## config.mk

```make
export PLATFORM = sky130hd
export DESIGN_NAME = ap_ctrl_chain_driver
export DESIGN_NICKNAME = d
export VERILOG_FILES = /design/src/rtl/ap_ctrl_pkg.sv /design/src/rtl/ap_ts_fifo.sv /design/src/rtl/ap_ctrl_chain_driver.sv
export SDC_FILE = /design/constraint.sdc
export NUM_CORES = 1
export LEC_CHECK = 0
export ABC_AREA = 1
export BUFFER_PORTS_ARGS = -buffer_cell sky130_fd_sc_hd__buf_2
export CAP_MARGIN = 0
export CELL_PAD_IN_SITES_DETAIL_PLACEMENT = 1
export CELL_PAD_IN_SITES_GLOBAL_PLACEMENT = 2
export CORE_MARGIN = 5
export CORE_UTILIZATION = 40
export DETAILED_ROUTE_END_ITERATION = 12
export PLACE_DENSITY = 0.88
export SLEW_MARGIN = 15
export SYNTH_ARGS = -nofsm -noshare
export SYNTH_HDL_FRONTEND = slang
export SYNTH_HIERARCHICAL = 1
export SYNTH_SLANG_ARGS = --single-unit
```

## constraint.sdc

```tcl
create_clock -name clock -period 9.9 [get_ports clock]
set_clock_uncertainty 0.05 [all_clocks]
set_input_delay 0.495 -clock clock [delete_from_list [all_inputs] [get_ports clock]]
set_output_delay 0.495 -clock clock [all_outputs]
set_load 0.01 [all_outputs]
```

## src/rtl/ap_ctrl_pkg.sv

```systemverilog
// ap_ctrl_pkg
// Shared definitions for the ap_ctrl_chain driver:
//   - default widths for the transaction/start/done counters and the
//     cycle timestamp / latency values
//   - default limit on started-but-not-done transactions
//   - the control FSM state type
package ap_ctrl_pkg;

  localparam int CNT_W_DEF     = 16;
  localparam int LAT_W_DEF     = 32;
  localparam int MAX_OUTST_DEF = 4;

  typedef enum logic [1:0] {
    IDLE   = 2'd0,
    ISSUE  = 2'd1,
    DRAIN  = 2'd2,
    FINISH = 2'd3
  } state_t;

endpackage

```

## src/rtl/ap_ts_fifo.sv

```systemverilog
// ap_ts_fifo
// Timestamp FIFO holding the launch cycle of every outstanding transaction.
// First-word-fall-through: pop_data always shows the oldest entry.
// A push and a pop may happen in the same cycle, including when full.
// Ports:
//   clock      rising-edge clock
//   reset      asynchronous active-low reset (empties the FIFO)
//   push       write push_data (ignored when full unless popping too)
//   push_data  WIDTH-bit entry to store
//   pop        drop the oldest entry (ignored when empty)
//   pop_data   oldest entry
//   full       DEPTH entries held
//   empty      no entries held
module ap_ts_fifo #(
  parameter int DEPTH = 4,
  parameter int WIDTH = 32
) (
  input  logic             clock,
  input  logic             reset,
  input  logic             push,
  input  logic [WIDTH-1:0] push_data,
  input  logic             pop,
  output logic [WIDTH-1:0] pop_data,
  output logic             full,
  output logic             empty
);

  // A depth-1 FIFO still needs a 1-bit pointer to index the storage.
  localparam int              AW      = (DEPTH > 1) ? $clog2(DEPTH) : 1;
  localparam logic [AW-1:0]   LAST    = AW'(DEPTH - 1);
  localparam logic [AW:0]     DEPTH_C = (AW + 1)'(DEPTH);

  logic [WIDTH-1:0] mem [DEPTH];
  logic [AW-1:0]    wr_ptr;
  logic [AW-1:0]    rd_ptr;
  logic [AW:0]      count;
  logic             do_push;
  logic             do_pop;

  function automatic logic [AW-1:0] ptr_inc(input logic [AW-1:0] p);
    return (p == LAST) ? '0 : p + 1'b1;
  endfunction

  assign empty    = (count == '0);
  assign full     = (count == DEPTH_C);
  assign do_pop   = pop && !empty;
  assign do_push  = push && (!full || do_pop);
  assign pop_data = mem[rd_ptr];

  always_ff @(posedge clock or negedge reset) begin
    if (!reset) begin
      wr_ptr <= '0;
      rd_ptr <= '0;
      count  <= '0;
    end else begin
      if (do_push) wr_ptr <= ptr_inc(wr_ptr);
      if (do_pop)  rd_ptr <= ptr_inc(rd_ptr);
      case ({do_push, do_pop})
        2'b10:   count <= count + 1'b1;
        2'b01:   count <= count - 1'b1;
        default: count <= count;
      endcase
    end
  end

  // Storage carries no reset; the pointers alone define what is valid.
  always_ff @(posedge clock) begin
    if (do_push) mem[wr_ptr] <= push_data;
  end

endmodule

```

## src/rtl/ap_ctrl_chain_driver.sv

```systemverilog
// ap_ctrl_chain_driver
// Drives an HLS-style ap_ctrl_chain block: launches a commanded number of
// transactions with ap_start/ap_ready, acknowledges completions with
// ap_done/ap_continue (with a programmable gap), keeps up to MAX_OUTST
// transactions in flight and measures per-transaction latency.
// Ports:
//   clock, reset          rising-edge clock, async active-low reset
//   cmd_valid/cmd_ready   run request handshake (ready only in IDLE)
//   cmd_num_txn           transactions to launch (0 = immediate finish)
//   cmd_cont_gap          ap_continue low cycles after each accepted done
//   ap_start/ap_ready     launch handshake to the driven block
//   ap_done/ap_continue   completion handshake from the driven block
//   busy                  not IDLE
//   finish                one-cycle pulse at run completion
//   started_cnt/done_cnt  accepted starts / accepted (matched) dones
//   last_lat/max_lat      latest and largest latency of the run, in cycles
//   err_done              sticky: a done arrived with nothing outstanding
module ap_ctrl_chain_driver
  import ap_ctrl_pkg::*;
#(
  parameter int CNT_W     = CNT_W_DEF,
  parameter int LAT_W     = LAT_W_DEF,
  parameter int MAX_OUTST = MAX_OUTST_DEF
) (
  input  logic             clock,
  input  logic             reset,
  input  logic             cmd_valid,
  output logic             cmd_ready,
  input  logic [CNT_W-1:0] cmd_num_txn,
  input  logic [3:0]       cmd_cont_gap,
  output logic             ap_start,
  input  logic             ap_ready,
  input  logic             ap_done,
  output logic             ap_continue,
  output logic             busy,
  output logic             finish,
  output logic [CNT_W-1:0] started_cnt,
  output logic [CNT_W-1:0] done_cnt,
  output logic [LAT_W-1:0] last_lat,
  output logic [LAT_W-1:0] max_lat,
  output logic             err_done
);

  localparam logic [CNT_W-1:0] OUTST_LIM = CNT_W'(MAX_OUTST);

  state_t           state;
  state_t           state_nxt;
  logic [CNT_W-1:0] num_q;
  logic [CNT_W-1:0] num_eff;
  logic [CNT_W-1:0] started_nxt;
  logic [CNT_W-1:0] done_nxt;
  logic [CNT_W-1:0] outst_nxt;
  logic [3:0]       gap_q;
  logic [3:0]       gap_cnt;
  logic [LAT_W-1:0] now;
  logic [LAT_W-1:0] ts_head;
  logic [LAT_W-1:0] lat_now;
  logic             cmd_acc;
  logic             st_acc;
  logic             dn_acc;
  logic             dn_ok;
  logic             dn_err;
  logic             start_nxt;
  logic             fifo_push;
  logic             fifo_full;
  logic             fifo_empty;

  function automatic logic [LAT_W-1:0] lat_max(input logic [LAT_W-1:0] a,
                                                input logic [LAT_W-1:0] b);
    return (a > b) ? a : b;
  endfunction

  assign cmd_ready   = (state == IDLE);
  assign busy        = (state != IDLE);
  assign finish      = (state == FINISH);
  assign ap_continue = (gap_cnt == 4'd0);

  assign cmd_acc = cmd_valid && cmd_ready;
  assign st_acc  = ap_start && ap_ready;
  assign dn_acc  = ap_done && ap_continue;
  // A done with an empty FIFO has no launch to match: flag it, count nothing.
  assign dn_ok   = dn_acc && !fifo_empty;
  assign dn_err  = dn_acc && fifo_empty;

  assign fifo_push = st_acc && (!fifo_full || dn_ok);
  // Modulo-2^LAT_W difference stays correct across timestamp wrap.
  assign lat_now   = now - ts_head;

  ap_ts_fifo #(
    .DEPTH (MAX_OUTST),
    .WIDTH (LAT_W)
  ) u_ts_fifo (
    .clock     (clock),
    .reset     (reset),
    .push      (fifo_push),
    .push_data (now),
    .pop       (dn_ok),
    .pop_data  (ts_head),
    .full      (fifo_full),
    .empty     (fifo_empty)
  );

  always_comb begin
    // On command acceptance the new count applies to this cycle's decision.
    num_eff     = cmd_acc ? cmd_num_txn : num_q;
    started_nxt = cmd_acc ? '0 : started_cnt + CNT_W'(st_acc);
    done_nxt    = cmd_acc ? '0 : done_cnt + CNT_W'(dn_ok);
    outst_nxt   = started_nxt - done_nxt;
    state_nxt   = state;

    case (state)
      IDLE:    if (cmd_acc) state_nxt = (cmd_num_txn == '0) ? FINISH : ISSUE;
      ISSUE:   if (st_acc && (started_nxt == num_q)) state_nxt = DRAIN;
      DRAIN:   if (done_cnt == num_q) state_nxt = FINISH;
      FINISH:  state_nxt = IDLE;
      default: state_nxt = IDLE;
    endcase

    // A pending request is held until taken; a new one (including the
    // back-to-back follow-up) only while starts remain and a slot is free.
    start_nxt = (ap_start && !ap_ready) ||
                ((state_nxt == ISSUE) && (started_nxt < num_eff) &&
                 (outst_nxt < OUTST_LIM));
  end

  always_ff @(posedge clock or negedge reset) begin
    if (!reset) state <= IDLE;
    else        state <= state_nxt;
  end

  always_ff @(posedge clock or negedge reset) begin
    if (!reset) begin
      ap_start    <= 1'b0;
      started_cnt <= '0;
      done_cnt    <= '0;
      num_q       <= '0;
      gap_q       <= '0;
      gap_cnt     <= '0;
      now         <= '0;
      last_lat    <= '0;
      max_lat     <= '0;
      err_done    <= 1'b0;
    end else begin
      ap_start    <= start_nxt;
      started_cnt <= started_nxt;
      done_cnt    <= done_nxt;
      now         <= now + 1'b1;

      if (cmd_acc) begin
        num_q   <= cmd_num_txn;
        gap_q   <= cmd_cont_gap;
        max_lat <= '0;
      end

      if (dn_acc)               gap_cnt <= gap_q;
      else if (gap_cnt != 4'd0) gap_cnt <= gap_cnt - 1'b1;

      if (dn_ok) begin
        last_lat <= lat_now;
        max_lat  <= lat_max(max_lat, lat_now);
      end

      if (cmd_acc) err_done <= 1'b0;
      if (dn_err)  err_done <= 1'b1;
    end
  end

endmodule

```

Yosys cells after proc, flatten, opt, wreduce, memory -nomap -nowiden
Memory sizes are Yosys's and may differ from the RTL's.
Cells that the tools add are included.
{"block": "totals", "reg_bits": 163, "ramBits": 128, "latchBits": 0, "mem_bits_ro": 0, "mem_count": 1}
{"block": "op_classes", "n_eq_ne": 12, "mul": 0, "div_mod_pow": 0, "n_addsub": 10, "n_shift": 0, "n_reduce_logical": 29, "n_bitwise": 0, "muxes": 20, "order_cmp": 3}
{"name": "u_ts_fifo.mem", "depth": 4, "width": 32, "read_ports": 1, "rd_clocked_by_memory_dff": 0, "wr": 1, "line_no": "ap_ts_fifo.sv:33", "rtl": "logic [WIDTH-1:0] mem [DEPTH];"}
{"cell": "32-bit two-way mux", "n": 3}
{"cell": "16-bit two-way mux", "n": 3}
{"cell": "16-bit by 1-bit adder with 16-bit output", "n": 2}
{"cell": "32-bit by 1-bit adder with 32-bit output, second input constant", "n": 1}
{"cell": "16-bit equality test", "n": 2}
{"cell": "32-bit > comparator", "n": 1}
{"cell": "32-bit subtractor", "n": 1}
{"cell": "16-bit logical NOT", "n": 1}
{"cell": "16-bit < comparator", "n": 1}
{"cell": "16-bit by 3-bit < comparator with 1-bit output, second input constant", "n": 1}
{"cell": "16-bit subtractor", "n": 1}
{"cell": "1-bit logical AND", "n": 12}
{"cell": "2-bit two-way mux", "n": 6}
{"cell": "2-bit equality test, second input constant", "n": 5}
{"cell": "2-bit nonzero test", "n": 5}
{"cell": "4-bit two-way mux", "n": 2}
{"cell": "2-bit case mux with 4 select lines", "n": 1}
{"cell": "2-bit by 1-bit equality test with 1-bit output, second input constant", "n": 3}
{"cell": "3-bit case mux with 2 select lines", "n": 1}
{"cell": "2-bit by 1-bit adder with 2-bit output, second input constant", "n": 2}
{"cell": "4-bit logical NOT", "n": 1}
{"cell": "1-bit two-way mux", "n": 4}
{"cell": "4-bit nonzero test", "n": 1}
{"cell": "4-bit by 1-bit subtractor with 4-bit output, second input constant", "n": 1}
{"cell": "other kinds (9)", "n": 13}

Depth between registers and ports, before layout
Gate-level depths: netlist of run 1.
{"block": "depth", "word_depth": 11, "ltp_mapped": 35}

By module
The synthesis of run 1 kept the hierarchy.
{"mod": "ap_ctrl_chain_driver", "area_each_um2": 11208.2, "cells_each": 1539, "instances": 1}
{"mod": "ap_ts_fifo", "area_each_um2": 5230.0, "cells_each": 369, "instances": 1}

Least setup slack after synthesis of run 1
No wires, ideal clock.
{"block": "synth_timing", "kind": "reg2reg", "from": "register gap_cnt[0]", "to": "register ap_start", "path_slack_ns": 5.310, "required_time_ns": 9.785, "synth_period_minus_slack_ns": 4.590, "setup_time_ns": 0.065, "arrival_time_ns": 4.475, "n_path_buf": 1, "stages_incl_launch_ff": 34, "cell_sequence": "dfrtp_1 > inv_1 > ha_1 > inv_1 > nor3_4 > nand2_1 > nor2_2 > clkbuf_1 > ha_1 > nand2_1 > inv_1 > nand2_1 > nor2_1 > inv_1 > nor2_1 > inv_1 > nor2_1 > and3_1 > inv_1 > nor2_1 > or2_2 > nand3_1 > ha_1 > a21oi_1 > o21ai_0 > nor2_1 > nand2_1 > a21oi_1 > nand2_1 > a21oi_1 > nand3_1 > nor2_1 > nand4_1 > nand2_1"}
{"block": "synth_between", "elab_chain_len": 9}
{"item": "start, declared", "line_no": "ap_ctrl_chain_driver.sv:54", "rtl": "logic [3:0] gap_cnt;"}
{"item": "start signal, assigned", "line_no": "ap_ctrl_chain_driver.sv:155", "rtl": "if (dn_acc) gap_cnt <= gap_q;"}
{"item": "start signal, assigned", "line_no": "ap_ctrl_chain_driver.sv:156", "rtl": "else if (gap_cnt != 4'd0) gap_cnt <= gap_cnt - 1'b1;"}
{"item": "4-bit logical NOT", "line_no": "ap_ctrl_chain_driver.sv:76", "rtl": "assign ap_continue = (gap_cnt == 4'd0);"}
{"item": "named net ap_continue", "line_no": "ap_ctrl_chain_driver.sv:34", "rtl": "output logic ap_continue,"}
{"item": "1-bit logical AND", "line_no": "ap_ctrl_chain_driver.sv:80", "rtl": "assign dn_acc = ap_done && ap_continue;"}
{"item": "1-bit logical AND", "line_no": "ap_ctrl_chain_driver.sv:82", "rtl": "assign dn_ok = dn_acc && !fifo_empty;"}
{"item": "named net dn_ok", "line_no": "ap_ctrl_chain_driver.sv:61", "rtl": "logic dn_ok;"}
{"item": "16-bit by 1-bit adder with 16-bit output", "line_no": "ap_ctrl_chain_driver.sv:107", "rtl": "done_nxt = cmd_acc ? '0 : done_cnt + CNT_W'(dn_ok);"}
{"item": "16-bit two-way mux", "line_no": "ap_ctrl_chain_driver.sv:107"}
{"item": "16-bit subtractor", "line_no": "ap_ctrl_chain_driver.sv:108", "rtl": "outst_nxt = started_nxt - done_nxt;"}
{"item": "16-bit by 3-bit < comparator with 1-bit output", "line_no": "ap_ctrl_chain_driver.sv:123", "rtl": "(outst_nxt < OUTST_LIM));"}
{"item": "1-bit logical AND", "line_no": "ap_ctrl_chain_driver.sv:122", "rtl": "((state_nxt == ISSUE) && (started_nxt < num_eff) &&"}
{"item": "1-bit logical OR", "line_no": "ap_ctrl_chain_driver.sv:121", "rtl": "start_nxt = (ap_start && !ap_ready) ||"}
{"item": "named net start_nxt", "line_no": "ap_ctrl_chain_driver.sv:63", "rtl": "logic start_nxt;"}
{"item": "end signal, assigned", "line_no": "ap_ctrl_chain_driver.sv:144", "rtl": "ap_start <= start_nxt;"}
{"item": "end, declared", "line_no": "ap_ctrl_chain_driver.sv:31", "rtl": "output logic ap_start,"}
The timed path passes the listed nets, and every way through them passes these cells.
A chain may end at the register's enable or synchronous reset.

Worst setup path in the final report of run 1
{"block": "layout_timing", "from": "register u_ts_fifo.rd_ptr[0]", "to": "register max_lat[30]"}
{"block": "layout_between", "elab_chain_len": 5, "word_cells_on_any_way": 7, "cone_classes": "add/sub: 1; order compare: 1; eq/ne: 1; mux: 2; reduce/logical: 1; memory: 1"}
{"item": "start, declared", "line_no": "ap_ts_fifo.sv:35", "rtl": "logic [AW-1:0] rd_ptr;"}
{"item": "start signal, assigned", "line_no": "ap_ts_fifo.sv:57", "rtl": "if (do_pop) rd_ptr <= ptr_inc(rd_ptr);"}
{"item": "memory read 4 x 32 bit *"}
{"item": "named net ts_head[2]", "line_no": "ap_ctrl_chain_driver.sv:56", "rtl": "logic [LAT_W-1:0] ts_head;"}
{"item": "32-bit subtractor *", "line_no": "ap_ctrl_chain_driver.sv:87", "rtl": "assign lat_now = now - ts_head;"}
{"item": "32-bit > comparator", "line_no": "ap_ctrl_chain_driver.sv:70", "rtl": "return (a > b) ? a : b;"}
{"item": "2-bit inequality test (no source line)"}
{"item": "2-bit AND reduction (no source line)"}
{"item": "end signal, assigned", "line_no": "ap_ctrl_chain_driver.sv:160", "rtl": "max_lat <= lat_max(max_lat, lat_now);"}
{"item": "end, declared", "line_no": "ap_ctrl_chain_driver.sv:40", "rtl": "output logic [LAT_W-1:0] max_lat,"}
The timed path passes the listed nets; every way through them passes the cells marked *. The select of a mux whose other input is x is not followed.

==> impl_metrics.tcl, run 1 <==
set metrics [dict create \
    status "finished, final reports clean" \
    cp_slowest_stage_delay_ns 0.88 \
    cts.sink_count 291 \
    ir_worst_vdd_uv 121 \
    cts-buffers-inserted 35 \
    gp_congestion 0.855 \
    synth_fp_nets 2039 \
    async_flop_share_pct 56.0 \
    hold_path_class "in2reg" \
    p_leak_nw 9.15 \
    tightest_slew_ns 0.978 \
    drive_gt1_share_pct 11.1 \
    rows 74 \
    arrival_ns 6.59 \
    vias 13600 \
    min_period_ns 6.17 \
    post-place-ws_ns 3.81 \
    place.port_buffers 126 \
    drt-total-wl_um 52400 \
    start_kind "register" \
    dr.pass1.iters 5 \
    crit_family "compound AO/OA/AOI/OAI gates" \
    drtIter0Drc 954 \
    hold_slack_ns 0.115 \
    ys_types 57 \
    nNetsFinal 2172 \
    start_util_pct 40.4 \
    path_common_cell "nand2_1" \
    syn2layout_area_growth_pct 14.2 \
    yosysSeqAreaShare_pct 48.2 \
    cts.clk_slew.worst_paths_ns 0.06 \
    htree_num_levels 2 \
    postRouteAntennaNets 0 \
    cts_tree "yes" \
    finalCritPeriodShare_pct 62.3 \
    final_hold_viol_count 0 \
    gr-usage-all-layers_pct 23.3 \
    cp-end-kind "register" \
    synth_edf_count 128 \
    antenna_found_initial 1 \
    finalMaxSlewViolations 0 \
    powerDensity_mw_per_mm2 276 \
    cts_resized 0 \
    ys_warn_count 6 \
    setup_ws_ns 3.73 \
    wl_met3_um 2650 \
    clock.fmax_mhz 162 \
    insertion_delay_ns 0.54 \
    cpMaxStageDelayCell "clkinv_2" \
    drc 0 \
    clockBufferDepth 3 \
    antennaDiodeCount 0 \
    cp.required_ns 10.32 \
    dieArea_mm2 0.0452 \
    overflow 0 \
    top_level_ports 127 \
    routed-wl-met2_um 24900 \
    path_class "reg2reg" \
    drt-met1-wl_um 23700 \
    cp_max_fo 65 \
    maxCapViolCount 0 \
    relSlewSlack_pct 34.8 \
    ys.flop_type "dfrtp_1" \
    stdcell_count 2597 \
    setup_violations 0 \
    dp_cells 2535 \
    routed.top_layer "met4" \
    grt_pass1_vias 14600 \
    die_height_um 213 \
    viasPerCell 5.25 \
    final_util_pct 46.1 \
    routedWlPerCell_um 20.2 \
    rsz0062_at_grt "no" \
    grt_start_max_net_pins 88 \
    syn_area_mm2 0.0164 \
    root_buffer "clkbuf_16" \
    synth-seq-cells 291 \
    grt_pass1_wl_um 82700 \
    syn_inst 1908 \
    die_width_um 213 \
    core-area_mm2 0.0407 \
    postSynthAreaPerCell_um2 8.62 \
    dp_hpwl_um 38900 \
    crit_buf_inv 4 \
    final.fill_count 4896 \
    tns_ns 0 \
]
## per-layer routing
layer	vias up	GRT usage [%]
met5	-	0
met4	0	6.47
met3	68	4.31
met2	266	39.3
met1	6699	31.0
li1	6610	-
## cell type report
| cell class | count | area (µm²) | share of cell area (%) |
|---|---|---|---|
| Timing Repair Buffer | 141 | 752 | 4.01 |
| Inverter | 253 | 951 | 5.07 |
| Clock inverter | 8 | 121 | 0.647 |
| Multi-Input combinational cell | 1319 | 7330 | 39.1 |
| Sequential cell | 291 | 7920 | 42.2 |
| Clock buffer | 53 | 1020 | 5.45 |
| Tap cell | 532 | 666 | 3.55 |
## synthesized netlist by cell type (3+ instances only)
cell	number	area share [%]
a21o_1	6	0.27
or2_2	3	0.11
o21ai_0	129	3.9
buf_2	10	0.30
o21bai_1	10	0.46
xor2_1	50	2.7
nor3_1	29	0.88
xnor2_1	26	1.4
a21oi_1	77	2.3
ha_1	104	7.9
nand2_2	5	0.19
nand2_1	417	9.5
inv_1	248	5.7
o221ai_1	3	0.16
inv_2	3	0.068
clkbuf_1	24	0.55
buf_6	8	0.55
nand3_2	3	0.18
a31oi_1	4	0.15
a211oi_1	7	0.32
nand4_1	36	1.4
dfrtp_1	163	25
nand3_1	86	2.6
edfxtp_1	128	23
or3_1	3	0.11
nor2_2	7	0.27
o211ai_1	4	0.18
nor4_1	9	0.34
o22ai_1	33	1.3
nor2_1	209	4.8
o21ai_1	26	0.79
nand3b_1	3	0.14
## metrics by stage
step                instance area (µm²)  power (mW)
floorplan                         16400        3.11
global route                      18800        5.58
finish                            18800        5.19
CTS                               18800        5.25
detailed placement                17600        3.90
global placement                  17600        3.83
## placed cells by master, fill, tap and decap left out, types with 11 or more instances in the layout
cell	instances
nor2_2	11
o21ai_0	129
edfxtp_1	128
nor3_1	29
nand4_1	36
a21oi_1	77
buf_2	125
xor2_1	50
inv_1	248
ha_1	104
nand3_1	86
o21ai_1	26
clkbuf_16	35
nand2_1	417
o22ai_1	33
dfrtp_1	162
xnor2_1	26
nor2_1	205
buf_4	14
## registers in the layout (all words and copies together) (netlist names), 2 cells and up
name              flops
u_ts_fifo/mem       128
last_lat             32
max_lat              32
now                  32
done_cnt             16
num_q                16
started_cnt          16
gap_cnt               4
gap_q                 4
u_ts_fifo/count       3
state                 2
u_ts_fifo/rd_ptr      2
u_ts_fifo/wr_ptr      2
## power breakdown
group          switching, mW  internal (mW)  total, mW  leakage, nW
sequential             0.220           1.46       1.68         3.21
clock                  0.515          0.791       1.31        0.561
combinational           1.47          0.742       2.21         5.38
total                   2.20           2.99       5.19         9.15
## worst paths after layout
check                           slack, ns  depth (start not counted)                start                   to
worst max-delay path                 3.73                         27  u_ts_fifo/rd_ptr[0]          max_lat[30]
worst min-delay path                 0.11                          3      cmd_cont_gap[0]             gap_q[0]
worst max register to register       3.73                         27  u_ts_fifo/rd_ptr[0]          max_lat[30]
worst min register to register       0.43                          2          last_lat[6]          last_lat[6]
max in group asynchronous            7.92                          3                reset  u_ts_fifo/rd_ptr[0]
min in group asynchronous            0.42                          2                reset               now[6]
## worst reg2reg max path: stages (launching register included)
cell,delay [ns]
dfrtp_2,0.71
clkinv_2,0.90
o21ai_0,0.45
o22ai_1,0.11
inv_1,0.08
ha_1,0.27
a21oi_1,0.18
nand2_1,0.11
inv_1,0.09
o21bai_1,0.10
nand2_1,0.07
nand2_1,0.11
a21boi_1,0.31
o21ai_0,0.21
xnor2_1,0.43
ha_1,0.34
a21oi_1,0.16
o21ai_0,0.12
nand3_1,0.09
nand2_1,0.05
nand2_1,0.06
a21oi_1,0.06
a211oi_1,0.21
o21ai_0,0.13
nand2_1,0.11
buf_4,0.36
nand3_1,0.16
nand2_1,0.09
## logic make-up (layout without fill, tap and decap cells)
family / count (synthesis) / after routing / share of synthesized area (%)
buffers and inverters: 298 / 455 / 7.27
xor gates and xnor gates: 76 / 76 / 4.05
adders and majority gates: 106 / 106 / 8.16
and+or+nand+nor: 825 / 825 / 21.8
AOI/OAI and AO/OA: 312 / 312 / 10.6
DFF: 291 / 291 / 48.2
## repair_timing
| item | CTS | global route |
|---|---|---|
| setup endpoints to repair | 0 | 0 |
| buffers inserted | 0 | 0 |
| hold buffers | 1 | 0 |
| endpoints found under the hold margin | 47 | 0 |
Note: power is estimated with default switching activity, not from simulation.
==> inputs of run 2 (changes only) <==
--- a/config.mk
+++ b/config.mk
@@ -5,15 +5,15 @@
 export SDC_FILE = /design/constraint.sdc
 export NUM_CORES = 1
 export LEC_CHECK = 0
-export ABC_AREA = 1
+export ABC_AREA = 0
 export BUFFER_PORTS_ARGS = -buffer_cell sky130_fd_sc_hd__buf_2
 export CAP_MARGIN = 0
 export CELL_PAD_IN_SITES_DETAIL_PLACEMENT = 1
 export CELL_PAD_IN_SITES_GLOBAL_PLACEMENT = 2
 export CORE_MARGIN = 5
-export CORE_UTILIZATION = 40
+export CORE_UTILIZATION = 37
 export DETAILED_ROUTE_END_ITERATION = 12
-export PLACE_DENSITY = 0.88
+export PLACE_DENSITY = 0.79
 export SLEW_MARGIN = 15
 export SYNTH_ARGS = -nofsm -noshare
 export SYNTH_HDL_FRONTEND = slang
==> constraint.sdc (replaced) <==
create_clock -name clock -period 5.6 [get_ports clock]
set_clock_uncertainty 0.05 [all_clocks]
set_input_delay 0.28 -clock clock [delete_from_list [all_inputs] [get_ports clock]]
set_output_delay 0.28 -clock clock [all_outputs]
set_load 0.01 [all_outputs]
==> run 2 against run 1 <==
Net effect:
- cell count decreased by 19%
- global-route usage decreased by 3.8 points
- highest routed layer unchanged
- routed wire length decreased by 13%
- largest power group unchanged
- sequential power increased by 71%
- utilization increased by 0.087 points
- critical endpoint is now max_lat[20]
==> impl_metrics.tcl, run 2 <==
set metrics [dict create \
    syn2layout_area_growth_pct 22.7 \
    htree_num_levels 2 \
    grtUsageMet1_pct 26.5 \
    ys_types 79 \
    synth-seq-cells 291 \
    relSlewSlack_pct 42.0 \
    maxCapViolCount 0 \
    drive_gt1_share_pct 23.8 \
    ys.flop_type "dfrtp_1" \
    cp-end-kind "register" \
    overflow 0 \
    stdcell_count 2112 \
    place_area_mm2 0.0171 \
    routedWlPerCell_um 21.5 \
    async_flop_share_pct 56.0 \
    dr.pass1.iters 4 \
    gr-usage-all-layers_pct 19.5 \
    final_common_cell "dfrtp_1" \
    synth_edf_count 128 \
    final_hold_viol_count 0 \
    p_total_mw 8.63 \
    clock.fmax_mhz 181 \
    cp.required_ns 5.98 \
    gp_congestion 0.842 \
    min_period_ns 5.52 \
    antennaDiodeCount 0 \
    final_cell_mix "dfrtp_1 (162), edfxtp_1 (128), buf_2 (125), inv_1 (105), nand2_1 (100)" \
    synth.area.top_cells "dfrtp_1 (26%), edfxtp_1 (25%), ha_1 (8.4%), mux4_2 (4.7%), xnor2_1 (4.1%)" \
    powerDensity_mw_per_mm2 455 \
    rsz0062_at_grt "yes" \
    hold_path_depth 3 \
    dp_hpwl_um 32900 \
    cts.sink_count 291 \
    grt.met3_usage_pct 3.56 \
    path_class "reg2reg" \
    dieArea_mm2 0.0460 \
    ys_warn_count 6 \
    arrival_ns 5.90 \
    drc 0 \
    status "finished, final reports clean" \
    postRouteAntennaNets 0 \
    antenna_found_initial 3 \
    start_kind "register" \
    vias 11400 \
    post-place-ws_ns -0.216 \
    largest_register_ffs 128 \
    drtIter0Drc 786 \
    grt_start_max_net_pins 79 \
    yosysSeqAreaShare_pct 51.2 \
    root_buffer "clkbuf_16" \
    synth_fp_nets 1454 \
    yosysMostFrequentCell "dfrtp_1" \
    grt_pass1_wl_um 71300 \
    cts-buffers-inserted 35 \
    yosysTopAreaCell "dfrtp_1" \
    hold_path_class "in2reg" \
    top_level_ports 127 \
    synth_top_area_share_pct 26.4 \
    grt_pass1_vias 12000 \
    drt-total-wl_um 45400 \
    p_leak_nw 8.57 \
    insertion_delay_ns 0.56 \
    cts.clk_slew.worst_paths_ns 0.06 \
    top_register "u_ts_fifo/mem" \
    finalMaxSlewViolations 0 \
    viasPerCell 5.38 \
    final_area_mm2 0.0190 \
    die_height_um 214 \
    finalCritPeriodShare_pct 98.5 \
    start_util_pct 37.6 \
    setup_ws_ns 0.0828 \
    die_width_um 214 \
    setup_violations 0 \
    r2r_cells 23 \
    syn_area_mm2 0.0155 \
    ir_worst_vdd_uv 229 \
    cts_tree "yes" \
    core-area_mm2 0.0411 \
    nNetsFinal 1686 \
    postSynthAreaPerCell_um2 11.7 \
    syn_inst 1323 \
    grt.busiest_layer "met2" \
    place.port_buffers 126 \
    synthTopCellsByCount "dfrtp_1 (163), edfxtp_1 (128), inv_1 (107)" \
    rows 74 \
    gr-usage-met2_pct 32.1 \
    clockBufferDepth 3 \
    cp_max_fo 8 \
    tightest_slew_ns 0.870 \
    dp_cells 2003 \
]
## run 2: critical path: stages (launching register included)
cell and delay [ns]:
dfrtp_2 0.44, buf_12 0.14, mux4_2 0.51, inv_2 0.08
ha_1 0.23, nor2b_4 0.14, o31a_1 0.34, o211ai_1 0.23
nand3_2 0.16, o41ai_4 0.49, o31ai_4 0.14, a311oi_2 0.29
xor2_1 0.28, ha_1 0.30, nand4_1 0.11, nor2_2 0.07
buf_4 0.13, a211oi_2 0.16, a31oi_1 0.16, o41ai_4 0.25
buf_6 0.19, a21oi_4 0.06, clkbuf_16 0.20, a2bb2o_2 0.25
## run 2: report_power, final
part	internal (mW)	switching, mW
clock network	1.41	0.917
logic	1.56	1.86
registers	2.54	0.338
total	5.51	3.12
## run 2: repair_timing
action                     CTS  global route
hold endpoints to repair    96             0
hold buffers                21             0
pin swaps                    3            25
resized for setup            8            54
gates cloned                 2             1
setup buffers                9            15
setup endpoints to repair   33            33
## run 2: worst paths after layout
kind | slack [ns] | startpoint | endpoint
max reg2reg | 0.08 | u_ts_fifo/rd_ptr[0] | max_lat[20]
min in group asynchronous | 0.28 | reset | now[4]
max | 0.08 | u_ts_fifo/rd_ptr[0] | max_lat[20]
min reg2reg | 0.42 | last_lat[5] | last_lat[5]
max in group asynchronous | 3.78 | reset | done_cnt[11]
min | 0.05 | cmd_valid | state[0]
## run 2: cell families (layout without fill, tap and decap cells)
| family | Yosys count | after routing | synth area share [%] |
|---|---|---|---|
| xor+xnor | 114 | 114 | 6.46 |
| flops | 291 | 291 | 51.2 |
| mux | 63 | 63 | 6.79 |
| buf+inv | 143 | 399 | 3.70 |
| fa+ha+maj | 106 | 106 | 8.67 |
| compound gates | 255 | 256 | 11.5 |
| simple gates | 351 | 351 | 11.6 |
## run 2: through the flow
stage | util (%) | hold WS, ns | setup TNS, ns
floorplan | - | -0.0656 | 0
global placement | 41.5 | 0.332 | -0.737
detailed placement | 41.5 | 0.341 | -4.91
CTS | 45.3 | 0.0188 | 0
global route | 46.2 | 0.0579 | -4.07
finish | 46.2 | 0.0511 | 0
## run 2: area by class of cell
| type | instances | area, µm² |
|---|---|---|
| fill | 4448 | 22100 |
| sequential | 291 | 7920 |
| multi-input combinational | 890 | 7230 |
| timing repair buffer | 229 | 1570 |
| clock buffer | 48 | 935 |
| tap | 532 | 666 |
| inverter | 108 | 409 |
| clock inverter | 14 | 236 |
## run 2: metal layers
metal	wire (µm)	up-vias	share of wire, %
met5	0	-	0
met4	1180	0	2.6
met3	1710	71	3.8
met2	21900	225	48
met1	20600	5779	45
li1	-	5296	-
==> inputs of run 3 (changes only) <==
--- a/config.mk
+++ b/config.mk
@@ -13,9 +13,8 @@
 export CORE_MARGIN = 5
 export CORE_UTILIZATION = 37
 export DETAILED_ROUTE_END_ITERATION = 12
-export PLACE_DENSITY = 0.79
+export PLACE_DENSITY = 0.8
 export SLEW_MARGIN = 15
 export SYNTH_ARGS = -nofsm -noshare
 export SYNTH_HDL_FRONTEND = slang
-export SYNTH_HIERARCHICAL = 1
 export SYNTH_SLANG_ARGS = --single-unit
==> run 3 against run 2 <==
Net effect:
- clock power up 4%
- largest power group unchanged
- die area rose by 0.48%
- cell count rose by 2.7%
- sequential power about the same
- area after synthesis increased by 0.50%
- count of clock-buffer cells in the layout shrank 2
- worst setup slack improved by 0.019 ns
==> impl_metrics.tcl, run 3 <==
set metrics [dict create \
    status "finished, final reports clean" \
    post-place-ws_ns -0.236 \
    synth_top_area_share_pct 26.2 \
    cp_slowest_stage_delay_ns 0.62 \
    cp-end-kind "register" \
    top_register "u_ts_fifo.mem" \
    powerDensity_mw_per_mm2 448 \
    final_util_pct 46.1 \
    drt-total-wl_um 46000 \
    final.fill_count 4521 \
    path_class "reg2reg" \
    ys.flop_type "dfrtp_1" \
    crit_start "u_ts_fifo.rd_ptr[0]" \
    grt_pass1_vias 12600 \
    drtIter0Drc 667 \
    path_cells "buf_6 -> buf_12 -> mux4_2 -> inv_1 -> ha_1 -> a21o_1 -> a21o_1 -> a21oi_1 -> nand2_1 -> a21oi_1 -> o21ai_0 -> xnor2_1 -> buf_4 -> ha_1 -> a21o_1 -> a21o_1 -> a211oi_1 -> o21ai_0 -> o211ai_1 -> nand4_1 -> and2_4 -> or4b_2 -> nand3_2" \
    r2r_setup_slack_ns 0.10 \
    dieArea_mm2 0.0462 \
    tns_ns 0 \
    synth_edf_count 128 \
    syn_area_mm2 0.0155 \
    start_util_pct 37.2 \
    finalMaxSlewViolations 0 \
    die_width_um 215 \
    synth.area.top_cells "dfrtp_1 (26%), edfxtp_1 (25%), ha_1 (8.5%), mux4_2 (4.6%), xnor2_1 (4.3%)" \
    final_cell_mix "dfrtp_1 (162), edfxtp_1 (128), buf_2 (125), nand2_1 (104), ha_1 (101)" \
    final_hold_viol_count 0 \
    overflow 0 \
    yosysMostFrequentCell "dfrtp_1" \
    r2r_start "u_ts_fifo.rd_ptr[0]" \
    maxCapViolCount 0 \
    synthTopCellsByCount "dfrtp_1 (163), edfxtp_1 (128), nand2_1 (106)" \
    synth_fp_nets 1493 \
    routedWlPerCell_um 21.2 \
    r2r_cells 23 \
    dr.pass1.iters 5 \
    cts-buffers-inserted 35 \
    ys_types 76 \
    tightest_slew_ns 0.808 \
    crit_family "compound AO/OA/AOI/OAI gates" \
    hold_path_startpoint "ap_ready" \
    ys_warn_count 0 \
    antennaDiodeCount 0 \
    antenna_found_initial 0 \
    hold_path_depth 3 \
    die_height_um 215 \
    ir_worst_vdd_uv 173 \
    postRouteAntennaNets 0 \
    postSynthAreaPerCell_um2 11.4 \
    root_buffer "clkbuf_16" \
    clock.fmax_mhz 182 \
    grt_pass1_wl_um 72800 \
    relSlewSlack_pct 46.2 \
    arrival_ns 5.93 \
    core-area_mm2 0.0418 \
    viasPerCell 5.36 \
    place.port_buffers 126 \
    cp_max_fo 17 \
    vias 11600 \
    cts_tree "yes" \
    rows 75 \
    finalCritPeriodShare_pct 98.2 \
    syn_inst 1361 \
    largest_register_ffs 128 \
    async_flop_share_pct 56.0 \
    cts.sink_count 291 \
    crit_buf_inv 4 \
    min_period_ns 5.50 \
    htree_num_levels 2 \
    insertion_delay_ns 0.55 \
    hold_path_class "in2reg" \
    hold_path_end "ap_start" \
    setup_ws_ns 0.101 \
    final_common_cell "dfrtp_1" \
    gp_congestion 0.877 \
    top_level_ports 127 \
    setup_violations 0 \
    yosysSeqAreaShare_pct 51.0 \
    syn2layout_area_growth_pct 23.9 \
    start_kind "register" \
    cts.clk_slew.worst_paths_ns 0.06 \
    p_leak_nw 8.84 \
    gr-usage-all-layers_pct 19.7 \
    drc 0 \
    path_common_cell "a21o_1" \
    cp.required_ns 6.03 \
    hold_slack_ns 0.0360 \
    clockBufferDepth 3 \
    cpMaxStageDelayCell "or4b_2" \
    drive_gt1_share_pct 25.4 \
    dp_hpwl_um 32700 \
    synth-seq-cells 291 \
    r2r-end "max_lat[30]" \
    yosysTopAreaCell "dfrtp_1" \
    grt_start_max_net_pins 73 \
    nNetsFinal 1737 \
]
-- run 3: changes by cell type in the layout (fill, tap and decap cells not counted), moves of 13 or more --
cell    change
nor2_1     +13
a21o_1     +27
buf_4      +24
a31o_2     +19
a22o_1     -15
-- run 3: per-stage QoR --
step	cells	cell area [µm²]	power [mW]
5_1_grt	2168	19300	9.14
6_report	2168	19300	8.62
3_3_place_gp	2068	17400	5.88
4_1_cts	2158	18900	8.55
2_1_floorplan	1361	15500	4.69
3_5_place_dp	2068	17400	5.98
-- run 3: repair_timing --
item,4_1_cts,5_1_grt
endpoints found under the hold margin,86,0
gates resized for setup,14,54
buffers inserted,7,9
setup endpoints to repair,33,33
hold buffers,22,0
gates cloned,0,1
pin swaps,2,23
-- run 3: worst register-to-register path, delay by kind of cell, from the launching register on --
| family | cells | cell delay [ns] |
|---|---|---|
| AOI/OAI and AO/OA | 10 | 1.77 |
| and+or+nand+nor | 5 | 1.21 |
| DFF | 1 | 0.47 |
| adders and majority gates | 2 | 0.55 |
| muxes | 1 | 0.52 |
| buffers and inverters | 4 | 0.60 |
| xor gates and xnor gates | 1 | 0.27 |
-- run 3: power breakdown --
part	internal, mW	total [mW]	switching, mW	leakage [nW]
logic	1.53	3.32	1.79	5.01
clock network	1.50	2.43	0.925	0.593
registers	2.55	2.87	0.319	3.24
total	5.58	8.62	3.03	8.84
-- run 3: how the worst max path moves through the flow --
stage,end,depth (start not counted)
finish,max_lat[30],23
global route,max_lat[30],23
CTS,max_lat[30],23
detailed placement,max_lat[30],22
global placement,max_lat[18],23
floorplan,max_lat[30],24
-- run 3: cells by family (layout without fill, tap and decap cells) --
logic type	after synthesis	after routing	share of synthesized area, %
flops	291	291	51.0
xor+xnor	117	117	6.59
compound gates	266	266	11.4
mux	62	62	6.58
fa+ha+maj	107	107	8.71
buf+inv	147	415	3.57
simple gates	371	371	12.1
-- run 3: layout make-up --
cell class	instances	area (µm²)	share of cell area, %
sequential	291	7920	41.2
timing repair buffer	254	1750	9.08
clock buffer	46	970	5.04
tap	539	674	3.50
multi-input combinational	923	7330	38.0
inverter	100	375	1.95
clock inverter	15	238	1.23
-- run 3: routing by layer --
| layer | track usage (%) | up-vias | routed length, µm |
|---|---|---|---|
| li1 | - | 5426 | - |
| met3 | 2.56 | 64 | 1460 |
| met2 | 34.9 | 211 | 23400 |
| met4 | 5.93 | 0 | 1070 |
| met5 | 0 | - | 0 |
| met1 | 25.2 | 5916 | 20100 |
